**src/rtl/i2c_slave.sv**
```systemverilog
// i2c_slave: oversampled I2C target with address match, byte receive and byte transmit
// Define I2C_SLAVE_GLITCH_FILTER_EN for a 3-sample majority filter on sclk/sda_in.
module i2c_slave #(
    parameter logic [6:0] ADDR        = 7'h42,
    parameter int         SYNC_STAGES = 2
) (
    input  logic       clk,
    input  logic       rst,
    input  logic       sclk,
    input  logic       sda_in,
    output logic       sda_out,
    input  logic [7:0] data_in,
    output logic       tx_load,
    output logic [7:0] data_out,
    output logic       rx_valid,
    output logic       rw,
    output logic       busy,
    output logic [2:0] state
);
    typedef enum logic [2:0] {
        S_IDLE, S_ADDR, S_ADDR_ACK, S_RX, S_RX_ACK, S_TX, S_TX_ACK, S_WAIT_STOP
    } state_t;

    state_t                 st, st_n;
    logic [SYNC_STAGES-1:0] scl_s, sda_s;
    logic                   scl, sda, scl_q, sda_q;
    logic                   scl_rise, scl_fall, start, stop, addr_hit;
    logic [2:0]             cnt, cnt_n;
    logic [7:0]             sh, sh_n, dout_n;
    logic                   ack, ack_n, sda_n, rxv_n, rw_n, busy_n;

    always_ff @(posedge clk or negedge rst)
        if (!rst) begin
            scl_s <= '1;
            sda_s <= '1;
        end else begin
            scl_s <= {scl_s[SYNC_STAGES-2:0], sclk};
            sda_s <= {sda_s[SYNC_STAGES-2:0], sda_in};
        end

`ifdef I2C_SLAVE_GLITCH_FILTER_EN
    logic [2:0] scl_f, sda_f;
    always_ff @(posedge clk or negedge rst)
        if (!rst) begin
            scl_f <= '1;
            sda_f <= '1;
        end else begin
            scl_f <= {scl_f[1:0], scl_s[SYNC_STAGES-1]};
            sda_f <= {sda_f[1:0], sda_s[SYNC_STAGES-1]};
        end
    assign scl = (scl_f[0] & scl_f[1]) | (scl_f[1] & scl_f[2]) | (scl_f[0] & scl_f[2]);
    assign sda = (sda_f[0] & sda_f[1]) | (sda_f[1] & sda_f[2]) | (sda_f[0] & sda_f[2]);
`else
    assign scl = scl_s[SYNC_STAGES-1];
    assign sda = sda_s[SYNC_STAGES-1];
`endif

    // START/STOP need sclk high on both samples, so they can never coincide with an sclk edge
    assign scl_rise = scl & ~scl_q;
    assign scl_fall = ~scl & scl_q;
    assign start    = scl & scl_q & sda_q & ~sda;
    assign stop     = scl & scl_q & ~sda_q & sda;
    assign addr_hit = sh[6:0] == ADDR;
    assign state    = st;

    always_ff @(posedge clk or negedge rst)
        if (!rst) begin
            st       <= S_IDLE;
            scl_q    <= 1'b1;
            sda_q    <= 1'b1;
            cnt      <= '0;
            sh       <= '0;
            ack      <= 1'b0;
            sda_out  <= 1'b1;
            data_out <= '0;
            rx_valid <= 1'b0;
            rw       <= 1'b0;
            busy     <= 1'b0;
        end else begin
            st       <= st_n;
            scl_q    <= scl;
            sda_q    <= sda;
            cnt      <= cnt_n;
            sh       <= sh_n;
            ack      <= ack_n;
            sda_out  <= sda_n;
            data_out <= dout_n;
            rx_valid <= rxv_n;
            rw       <= rw_n;
            busy     <= busy_n;
        end

    // ack marks the second half of an ACK slot (driven in ADDR_ACK/RX_ACK, master ACK seen in TX_ACK)
    always_comb begin
        st_n    = st;
        cnt_n   = cnt;
        sh_n    = sh;
        ack_n   = ack;
        sda_n   = sda_out;
        dout_n  = data_out;
        rxv_n   = 1'b0;
        rw_n    = rw;
        busy_n  = busy;
        tx_load = 1'b0;
        if (start) begin
            st_n  = S_ADDR;
            cnt_n = '0;
            ack_n = 1'b0;
            sda_n = 1'b1;
        end else if (stop) begin
            st_n   = S_IDLE;
            cnt_n  = '0;
            ack_n  = 1'b0;
            sda_n  = 1'b1;
            busy_n = 1'b0;
        end else begin
            case (st)
                S_ADDR:
                    if (scl_rise) begin
                        sh_n  = {sh[6:0], sda};
                        cnt_n = cnt + 3'd1;
                        if (cnt == 3'd7) begin
                            st_n   = addr_hit ? S_ADDR_ACK : S_WAIT_STOP;
                            rw_n   = addr_hit ? sda : rw;
                            busy_n = addr_hit;
                            ack_n  = 1'b0;
                        end
                    end
                S_ADDR_ACK, S_RX_ACK:
                    if (scl_fall) begin
                        ack_n = ~ack;
                        if (!ack)
                            sda_n = 1'b0;
                        else if (st == S_ADDR_ACK && rw) begin
                            tx_load = 1'b1;
                            sda_n   = data_in[7];
                            sh_n    = {data_in[6:0], 1'b1};
                            cnt_n   = 3'd1;
                            st_n    = S_TX;
                        end else begin
                            sda_n = 1'b1;
                            cnt_n = '0;
                            st_n  = S_RX;
                        end
                    end
                S_RX:
                    if (scl_rise) begin
                        sh_n  = {sh[6:0], sda};
                        cnt_n = cnt + 3'd1;
                        if (cnt == 3'd7) begin
                            dout_n = {sh[6:0], sda};
                            rxv_n  = 1'b1;
                            ack_n  = 1'b0;
                            st_n   = S_RX_ACK;
                        end
                    end
                S_TX:
                    if (scl_fall) begin
                        if (cnt == 3'd0) begin
                            sda_n = 1'b1;
                            ack_n = 1'b0;
                            st_n  = S_TX_ACK;
                        end else begin
                            sda_n = sh[7];
                            sh_n  = {sh[6:0], 1'b1};
                            cnt_n = cnt + 3'd1;
                        end
                    end
                S_TX_ACK:
                    if (scl_rise) begin
                        st_n   = sda ? S_WAIT_STOP : st;
                        busy_n = sda ? 1'b0 : busy;
                        ack_n  = ~sda;
                    end else if (scl_fall && ack) begin
                        tx_load = 1'b1;
                        sda_n   = data_in[7];
                        sh_n    = {data_in[6:0], 1'b1};
                        cnt_n   = 3'd1;
                        ack_n   = 1'b0;
                        st_n    = S_TX;
                    end
                default: ;
            endcase
        end
    end
endmodule

```
**config.mk**
```make
export PLATFORM = sky130hd
export DESIGN_NAME = i2c_slave
export DESIGN_NICKNAME = d
export VERILOG_FILES = /design/src/rtl/i2c_slave.sv
export SDC_FILE = /design/constraint.sdc
export NUM_CORES = 1
export LEC_CHECK = 0
export ABC_AREA = 1
export CAP_MARGIN = 20
export CORE_MARGIN = 3
export CORE_UTILIZATION = 45
export DETAILED_ROUTE_END_ITERATION = 10
export PLACE_DENSITY = 0.78
export SYNTH_ARGS = -nofsm -noshare
export SYNTH_HDL_FRONTEND = slang
export SYNTH_SLANG_ARGS = --single-unit
```
**constraint.sdc**
```tcl
create_clock -name clk -period 4.25 [get_ports clk]
set_clock_uncertainty 0.2 [all_clocks]
set_input_delay 0.6375 -clock clk [delete_from_list [all_inputs] [get_ports clk]]
set_output_delay 0.6375 -clock clk [all_outputs]
set_load 0.03 [all_outputs]
```
* Word level (Yosys, flattened, before mapping)
Index checks and enable logic that the tools add are counted.
** Word-level totals
- Register bits after elaboration :: 33
- Input bits :: 12
- Output and inout bits :: 16
- Logic and storage cells :: 156
** Operators by class
- Add/subtract/negate cells :: 1
- Equality and inequality tests :: 35
- Multiplexer cells :: 75
- Bitwise gates (word level) :: 14
- Reductions and logical operators :: 18
** Operators with widths (count)
- two-way mux 3 bit :: 24
- two-way mux 8 bit :: 8
- inequality test 4 bit (second input constant) :: 11
- two-way mux 1 bit :: 36
- one-hot mux 8 bit (4 select lines) :: 1
- AND reduction 11 bit :: 2
- one-hot mux 3 bit (5 select lines) :: 1
- inequality test 2 bit (second input constant) :: 7
- == test 3 bit (second input constant) :: 4
- inequality test 3 bit (second input constant) :: 4
- one-hot mux 3 bit (4 select lines) :: 1
- AND reduction 6 bit :: 2
- inequality test 5 bit (second input constant) :: 2
- AND reduction 5 bit :: 2
- inequality test 4 x 1 -> 1 bit (second input constant) :: 2
- AND reduction 8 bit :: 1
- AND 1 bit :: 7
- == test 7 bit (second input constant) :: 1
- NOT 1 bit :: 7
- AND reduction 7 bit :: 1
- nonzero test 7 bit :: 1
- == test 3 x 2 -> 1 bit (second input constant) :: 2
- nonzero test 6 bit :: 1
- nonzero test 5 bit :: 1
- other kinds (11) :: 14

* Depth between registers and ports, before layout
Gate-level depths: netlist (run 1).
- Word-level depth :: 8
- Gate-level depth with buffers :: 10
- Mapped depth without buffers :: 10

* Worst setup path after synthesis (run 1)
No wires, ideal clock.
- Path kind :: register -> output
- Start :: register st[1], in the netlist state[1]
- End :: output tx_load
- Arrival :: 1.409 ns
- Data required time :: 3.412 ns
- Slack :: 2.003 ns
- Cell stages (with the launch flop) :: 6
- Buffers on the path :: 1
- Cell sequence :: dfrtp_1 buf_6 inv_2 nor2_1 o21ai_1 nor2_1
** Between the ends
- Word-level cells in the longest chain between the ends :: 8
- Elaborated cells between the ends (all ways) :: 11
- Those cells by class :: 3 x eq/ne; 6 x mux; 2 x reduce/logical
** RTL lines
- start, declared :: line 24 : state_t st, st_n;
- start signal, assigned :: line 80 : st <= st_n;
- == test 3 x 2 -> 1 bit :: line 117, 134
- logical AND 1 bit :: line 134 : else if (st == S_ADDR_ACK && rw) begin
- two-way mux 1 bit :: line 134
- two-way mux 1 bit :: line 132 : if (!ack)
- two-way mux 1 bit :: line 130 : if (scl_fall) begin
- one-hot mux 1 bit (2 select lines) * :: line 117 : case (st)
- two-way mux 1 bit * :: line 110 : end else if (stop) begin
- two-way mux 1 bit * :: line 105 : if (start) begin
- end, declared :: line 13 : output logic tx_load,
Mark *: on every way between the ends. The rest lies on a longest branch, timed or not.

* Worst setup path after layout (run 1)
Same ends and word-level chain as after synthesis.

==> results by group, run 1 <==
STA
  • Final Hold Vio Count: 0
  • Final slew viol count: 0
  • Max Fclk: ~350 MHz
  • Slew Limit Headroom: 56.7%
  • Unrepaired setup endpoints after global routing: false
  • Setup TNS: 0 ns
  • Final setup fails: 0
  • Tcrit/Tclk final: 68.1%
  • Worst setup margin: about 1.4 ns
  • Minimum clock period: approximately 2.9 ns
  • Worst-Margin Slew: 0.648 ns

Min path
  • Min-delay worst type: flop to flop
  • Min-delay src: scl_s[0]

Floorplanning
  • Die W: 71.1 um
  • Starting Density: a little under half
  • Row count: 23
  • DIE HEIGHT: 71.1 um
  • Top-level I/O count: 28
  • Full die area: between 0.005 and 0.006 mm2
  • Core footprint: 0.00406 mm2

Logic synthesis
  • Yosys cell types: 30
  • Post-Syn Nets: 271
  • Cell Area, Synth: approximately 0.0019 mm2
  • Sequential fraction of the synthesis area: 43.7%
  • Syn Area/Cell: 7.46 um2
  • Synth Warn #: 0
  • Cells after Synth: 256
  • FF+latch count, synth: 33

Detailed routing
  • Vias per inst: 5.20
  • WL per Instance: ~12 um
  • Vias: 1754
  • Met2 WL: ~2000 um
  • Initial DRT Pass Iterations: 4
  • Routed wl met3: 220 um
  • Top Metal Used: met4
  • DRT met1 WL: 1900 um
  • DRT iter0 DRCs: 113
  • Final ANT Viol Nets: 0
  • DRT Wirelength: 4190 um
  • Remaining DRCs: 0

Finish
  • P&R area growth vs syn: 22.8%
  • Final nets: 301
  • Fill cells: 374
  • Diode count: 0
  • Layout cells sized above 1: 13.9%

Clock tree
  • Clock Latency Late Sink: approximately 0.28 ns
  • Setup Buffers After CTS: 0
  • Post-CTS Hold Buffers: 0
  • Clk root buf: clkbuf_8
  • Clock transition at path regs: approximately 0.070 ns
  • Clock Sinks: 33
  • TritonCTS Buffers: 5
  • CTS tree: built
  • Post_cts resized: 0
  • Clock Path Buffers: 2
  • H-Tree Depth: 2

Global routing
  • Global-route wire length before repair: 7490 um
  • Global route overflow: 0
  • Antenna violations before repair: 0
  • GRT Util Overall: 18.6%
  • Largest net degree at the start of global routing: 25
  • Vias in the first global route: around 1.7k

Placement
  • Final HPWL DP: 3120 um
  • Port Buffers: 27
  • GP Congestion: 0.841
  • Pre-CTS setup slack: 1.67 ns

Setup path
  • CP required: approximately 3.4 ns
  • Worst reg2reg startpoint: state[2]
  • Crit path launch: state[1]
  • Crit Path Class: flop to output pin
  • Worst Setup Start Kind: flop
  • Max FO, Critical Path: 12
  • Worst EP arrival: approximately 2.1 ns
  • Setup crit end kind: output pin

Run status
  • Status: completed

Job
  • Max-Cap Viols: 0

Power
  • Total Power: 1.60 mW
  • Power per cell area: between 600 and 700 mW/mm2
  • Worst vdd ir: 326 uV
  • P_leak: 1.13 nW
[cells in the mapped netlist, drive strengths merged]
cell     n  area share (%)
a21oi    5             2.1
and3     1            0.33
buf      5             1.9
clkbuf   1            0.20
clkinv   1            0.20
dfrtp   26              34
dfstp    7             9.6
ha       3             2.0
inv     27             5.3
mux2i    1            0.52
nand2   91              18
nand3   25             8.3
nand4    8             2.6
nor2    22             4.8
nor3     3             1.4
o211ai   1            0.39
o21a     2            0.79
o21ai   27             7.1
[critical path, stage by stage (launching register included)]
cell and delay [ns]:
dfrtp_1 0.56, inv_2 0.07, nor2_1 0.09, o21ai_1 0.19, nor2_1 0.17, clkdlybuf4s50_1 0.69
[registers in the layout, summed over array words and instances (netlist names)]
register  flops
ack           1
busy          1
cnt           3
data_out      8
rw            1
rx_valid      1
scl_q         1
scl_s         2
sda_out       1
sda_q         1
sda_s         2
sh            8
state         3
[placed cells by master (no fill, tap or decap)]
master,synthesis,final
nand4_1,8,8
o211ai_1,1,1
inv_1,18,18
o21a_1,2,2
nor2_1,18,18
inv_2,9,9
nor3_4,1,1
dfstp_2,7,7
bufinv_16,0,1
o21ai_1,13,13
clkbuf_8,0,6
and3_1,1,1
a21oi_2,1,1
nor2_2,4,4
mux2i_1,1,1
buf_4,2,1
nand3_4,1,1
buf_8,0,1
clkdlybuf4s50_1,0,27
clkinv_1,1,1
dfrtp_1,26,26
o21ai_0,14,14
nor3_1,2,2
nand2_1,89,89
nand2_4,1,1
nand3_2,4,4
nand2_2,1,1
clkinvlp_4,0,1
a21oi_4,1,1
ha_1,3,3
a21oi_1,3,3
nand3_1,20,20
[final timing paths]
path	to	slack (ns)	cells past startpoint
max	tx_load	1.36	5
max in group asynchronous	sh[7]	2.72	3
min reg2reg	scl_s[1]	0.16	0
min in group asynchronous	busy	0.47	1
min	scl_s[1]	0.16	0
max reg2reg	state[2]	1.91	8
[logic make-up (layout without fill, tap and decap cells)]
kind of cell	count (synthesis)	in the layout	synth area share (%)
buffers and inverters	34	65	7.60
muxes	1	1	0.524
AOI/OAI and AO/OA	35	35	10.4
and+or+nand+nor	150	150	35.8
DFF	33	33	43.7
adders and majority gates	3	3	1.97
[report_power, final]
part	switching (mW)	total (mW)	internal, mW
sequential	0.0859	0.482	0.396
clock	0.117	0.308	0.191
combinational	0.540	0.813	0.273
total	0.743	1.60	0.860
[layer usage]
| metal | track usage (%) | up-vias |
|---|---|---|
| met4 | 5.01 | 0 |
| met5 | 0 | - |
| li1 | - | 886 |
| met1 | 23.9 | 811 |
| met2 | 31.2 | 51 |
| met3 | 4.55 | 6 |
[layout make-up]
cell class,instances,area [um2],share of cell area [%]
clock buffers,6,82.6,3.52
clock inverters,2,37.5,1.60
inverters,28,105,4.48
multi-input cells,189,930,39.6
flip-flops and latches,33,835,35.6
well taps,50,62.6,2.67
repair buffers,29,293,12.5
[metrics by stage]
stage / instance area (um2) / hold slack, ns / util [%] / std cells
CTS: 2330 / 0.160 / 57.4 / 336
finish: 2340 / 0.158 / 57.8 / 337
global placement: 2210 / 0.147 / 54.5 / 328
floorplan: 1910 / 0.142 / - / 256
global route: 2340 / 0.161 / 57.8 / 337
detailed placement: 2210 / 0.148 / 54.5 / 328
No activity file was read; power rests on OpenSTA's default activity.
==> run 2: changes to the inputs <==
- clock period: 4.25 -> 2.95 ns (I/O delays scaled with it)
==> results by group, run 2 (synthesis results as in run 1) <==
Setup path
  • CP required: around 2.3 ns
  • Top delay family on crit path: buffers and inverters
  • Setup crit end kind: output pin
  • Critical-path cell list: inv_2 > nor2_1 > o21ai_1 > nor2_1 > clkdlybuf4s50_1
  • Crit Path Class: flop to output pin
  • Worst path max stage delay: 0.68 ns
  • CP Buf/Inv Count: 2
  • Most used cell, CP: nor2_1
  • Worst EP arrival: 2.03 ns
  • Max FO, Critical Path: 12
  • Worst Setup Start Kind: flop
  • Slowest cell on crit path: clkdlybuf4s50_1

Global routing
  • GR peak layer: met2
  • Met3 Usage GRT: 4.55%
  • Global route overflow: 0
  • Antenna violations before repair: 0
  • Largest net degree at the start of global routing: 34
  • Met2 usage: 30.8%
  • GRT Util Overall: between 10% and 20%
  • Vias in the first global route: 1686
  • Global-route wire length before repair: 7510 um
  • Global routing usage on met1: a little under a quarter

Floorplanning
  • DIE HEIGHT: 71.1 um
  • Starting Density: 47.1%
  • Row count: 23
  • Top-level I/O count: 28
  • Die W: 71.1 um
  • Core footprint: 0.00406 mm2
  • Full die area: roughly 0.005 mm2

Power
  • Worst vdd ir: 341 uV
  • P_leak: around 1.1 nW
  • Power per cell area: 987 mW/mm2

Clock tree
  • Post-CTS Hold Buffers: 0
  • Clock Path Buffers: 2
  • TritonCTS Buffers: 5
  • H-Tree Depth: 2
  • Clock Latency Late Sink: roughly 0.29 ns
  • Post_cts resized: 0
  • Clock transition at path regs: 0.07 ns
  • Clock Sinks: 33
  • Clk root buf: clkbuf_8
  • Setup Buffers After CTS: 0
  • CTS tree: built

STA
  • Final Hold Vio Count: 0
  • Worst setup margin: 0.278 ns
  • Max Fclk: 374 MHz
  • Minimum clock period: ~2.7 ns
  • Setup TNS: 0 ns
  • Unrepaired setup endpoints after global routing: false
  • Tcrit/Tclk final: 90.6%
  • Min Hold Slack: 0.157 ns
  • Slew Limit Headroom: 68.2%
  • Worst-Margin Slew: 0.473 ns
  • Final setup fails: 0
  • Final slew viol count: 0

Finish
  • Final nets: roughly 300
  • P&R area growth vs syn: 21.8%
  • Final instance area: 0.00232 mm2
  • Most frequent cells in the layout: 89 x nand2_1, 27 x clkdlybuf4s50_1, 26 x dfrtp_1, 20 x nand3_1
  • Layout cells sized above 1: between 10% and 20%
  • Most common cell after layout, fill and taps aside: nand2_1
  • Top flop regs: data_out: 8 flops, sh: 8 flops
  • Diode count: 0

Min path
  • Min-delay worst type: flop to flop

Placement
  • Placed cell areas: 0.00222 mm2
  • Final HPWL DP: 3180 um
  • Port Buffers: 27
  • GP Congestion: 0.948
  • Pre-CTS setup slack: about 0.60 ns

Detailed routing
  • DRT iter0 DRCs: 104
  • Final ANT Viol Nets: 0
  • Vias: 1756
  • WL per Instance: between 10 and 15 um
  • Vias per inst: 5.21
  • Remaining DRCs: 0
  • Initial DRT Pass Iterations: 4
  • DRT Wirelength: 4230 um

Run status
  • Status: completed

Job
  • Max-Cap Viols: 0
[run 2: through the flow]
step	total power, mW	util, %	instances
finish	2.29	57.3	337
global route	2.51	57.3	337
CTS	2.30	57.3	337
detailed placement	1.88	54.6	329
global placement	1.85	54.6	329
floorplan	1.61	-	256
[run 2: layer usage]
layer	share of wire (%)	vias to the layer above	wire [um]
li1	-	889	-
met1	45	808	1900
met2	49	49	2060
met3	4.2	10	177
met4	2.3	0	97
met5	0	-	0
[run 2: power by group]
group / internal [mW] / total (mW) / switching (mW)
sequential: 0.571 / 0.694 / 0.123
combinational: 0.402 / 1.18 / 0.779
clock: 0.251 / 0.419 / 0.168
total: 1.22 / 2.29 / 1.07
[run 2: worst paths after layout]
| path | slack (ns) | cells past startpoint | endpoint | startpoint |
|---|---|---|---|---|
| setup / recovery | 0.28 | 5 | tx_load | state[1] |
| hold / removal | 0.16 | 0 | scl_s[1] | scl_s[0] |
| setup reg to reg | 0.97 | 9 | sh[5] | state[2] |
| hold reg to reg | 0.16 | 0 | scl_s[1] | scl_s[0] |
| max in group asynchronous | 1.87 | 2 | scl_s[1] | rst |
| min in group asynchronous | 0.35 | 2 | state[1] | rst |
[run 2: cell type report]
cell class / count / area, um2
clock buffer: 6 / 72.6
timing repair buffer: 29 / 285
clock inverter: 2 / 35.0
multi-input combinational: 189 / 930
fill: 375 / 1730
sequential: 33 / 835
tap: 50 / 62.6
inverter: 28 / 105
==> run 3: changes to the inputs <==
- CTS_BUF_LIST: default -> sky130_fd_sc_hd__clkbuf_4 sky130_fd_sc_hd__clkbuf_8 sky130_fd_sc_hd__clkbuf_16
==> results by group, run 3 (synthesis results as in run 1) <==
Clock tree
  • Clock Latency Late Sink: 0.29 ns
  • Post_cts resized: 0
  • TritonCTS Buffers: 5
  • Setup Buffers After CTS: 0
  • Clk root buf: clkbuf_8
  • H-Tree Depth: 2
  • Clock Sinks: 33
  • Clock transition at path regs: 0.07 ns
  • Post-CTS Hold Buffers: 0
  • Clock Path Buffers: 2
  • CTS tree: built

Setup path
  • Crit Path Class: flop to output pin
  • Worst EP arrival: 2.03 ns
  • Reg2Reg Setup Slack: 0.97 ns
  • Worst Setup Start Kind: flop
  • Worst Reg-to-Reg Cells: 9
  • CP required: 2.31 ns
  • Setup crit end kind: output pin
  • Max FO, Critical Path: 12

Global routing
  • Global-route wire length before repair: 7540 um
  • Vias in the first global route: about 1.7k
  • Antenna violations before repair: 0
  • Met3 Usage GRT: 4.55%
  • GRT Util Overall: 18.9%
  • GR peak layer: met2
  • Largest net degree at the start of global routing: 34
  • Global routing usage on met1: 23.4%
  • Met2 usage: 30.9%
  • Global route overflow: 0

Placement
  • Placed cell areas: 0.00222 mm2
  • Final HPWL DP: 3180 um
  • Port Buffers: 27
  • GP Congestion: 0.948
  • Pre-CTS setup slack: 0.599 ns
  • Cell count after placement: 329

STA
  • Worst setup margin: roughly 0.28 ns
  • Worst-Margin Slew: 0.473 ns
  • Unrepaired setup endpoints after global routing: false
  • Min Hold Slack: roughly 0.16 ns
  • Setup TNS: 0 ns
  • Max Fclk: 374 MHz
  • Tcrit/Tclk final: 90.6%
  • Final setup fails: 0
  • Slew Limit Headroom: 68.3%
  • Minimum clock period: 2.67 ns
  • Final Hold Vio Count: 0
  • Final slew viol count: 0

Floorplanning
  • Die W: 71.1 um
  • Full die area: 0.00506 mm2
  • Starting Density: a little under half
  • DIE HEIGHT: 71.1 um
  • Top-level I/O count: 28
  • Row count: 23
  • Core footprint: 0.00406 mm2

Finish
  • Final nets: 301
  • Layout Cells excl Fill: around 340
  • P&R area growth vs syn: 22.0%
  • Final core utilization: 57.4%
  • Layout cells sized above 1: 13.9%
  • Top flop regs: data_out: 8 flops, sh: 8 flops
  • Most frequent cells in the layout: 89 x nand2_1, 27 x clkdlybuf4s50_1, 26 x dfrtp_1, 20 x nand3_1
  • Most common cell after layout, fill and taps aside: nand2_1
  • Diode count: 0
  • Final instance area: 0.00233 mm2

Detailed routing
  • Vias: between 1.5k and 2k
  • Initial DRT Pass Iterations: 4
  • DRT iter0 DRCs: around 120
  • Remaining DRCs: 0
  • Final ANT Viol Nets: 0
  • DRT Wirelength: 4240 um
  • WL per Instance: 12.6 um
  • Vias per inst: 5.18

Job
  • Max-Cap Viols: 0

Power
  • Total Power: 2.30 mW
  • Worst vdd ir: 341 uV
  • P_leak: 1.13 nW
  • Power per cell area: between 900 and 1000 mW/mm2

Run status
  • Status: completed

Min path
  • Min-delay worst type: flop to flop
  • Hold Path Stages: 0
-- run 3: worst max-delay path, cell delays in order (launching register included) --
cell,delay [ns]
dfrtp_1,0.57
inv_2,0.08
nor2_1,0.08
o21ai_1,0.18
nor2_1,0.15
clkdlybuf4s50_1,0.68
-- run 3: power by group --
part           internal (mW)  leakage [nW]  switching [mW]
clock                  0.260        0.0586           0.168
sequential             0.571         0.416           0.123
combinational          0.402         0.654           0.778
total                   1.23          1.13            1.07
-- run 3: layer usage --
metal | wire length [um] | share of wire [%]
met3 | 191 | 4.5
met1 | 1890 | 45
met2 | 2060 | 49
met5 | 0 | 0
met4 | 97 | 2.3
-- run 3: path summary, 6_finish.rpt --
kind,endpoint,start
max,tx_load,state[1]
min in group asynchronous,state[1],rst
min,scl_s[1],scl_s[0]
max in group asynchronous,scl_s[1],rst
min reg2reg,scl_s[1],scl_s[0]
max reg2reg,sh[5],state[2]
-- run 3: final cells by class --
type                       instances  area (um2)
multi-input combinational        189         930
fill                             376        1730
tap                               50        62.6
clock buffer                       6        76.3
clock inverter                     2        35.0
sequential                        33         835
timing repair buffer              29         285
inverter                          28         105
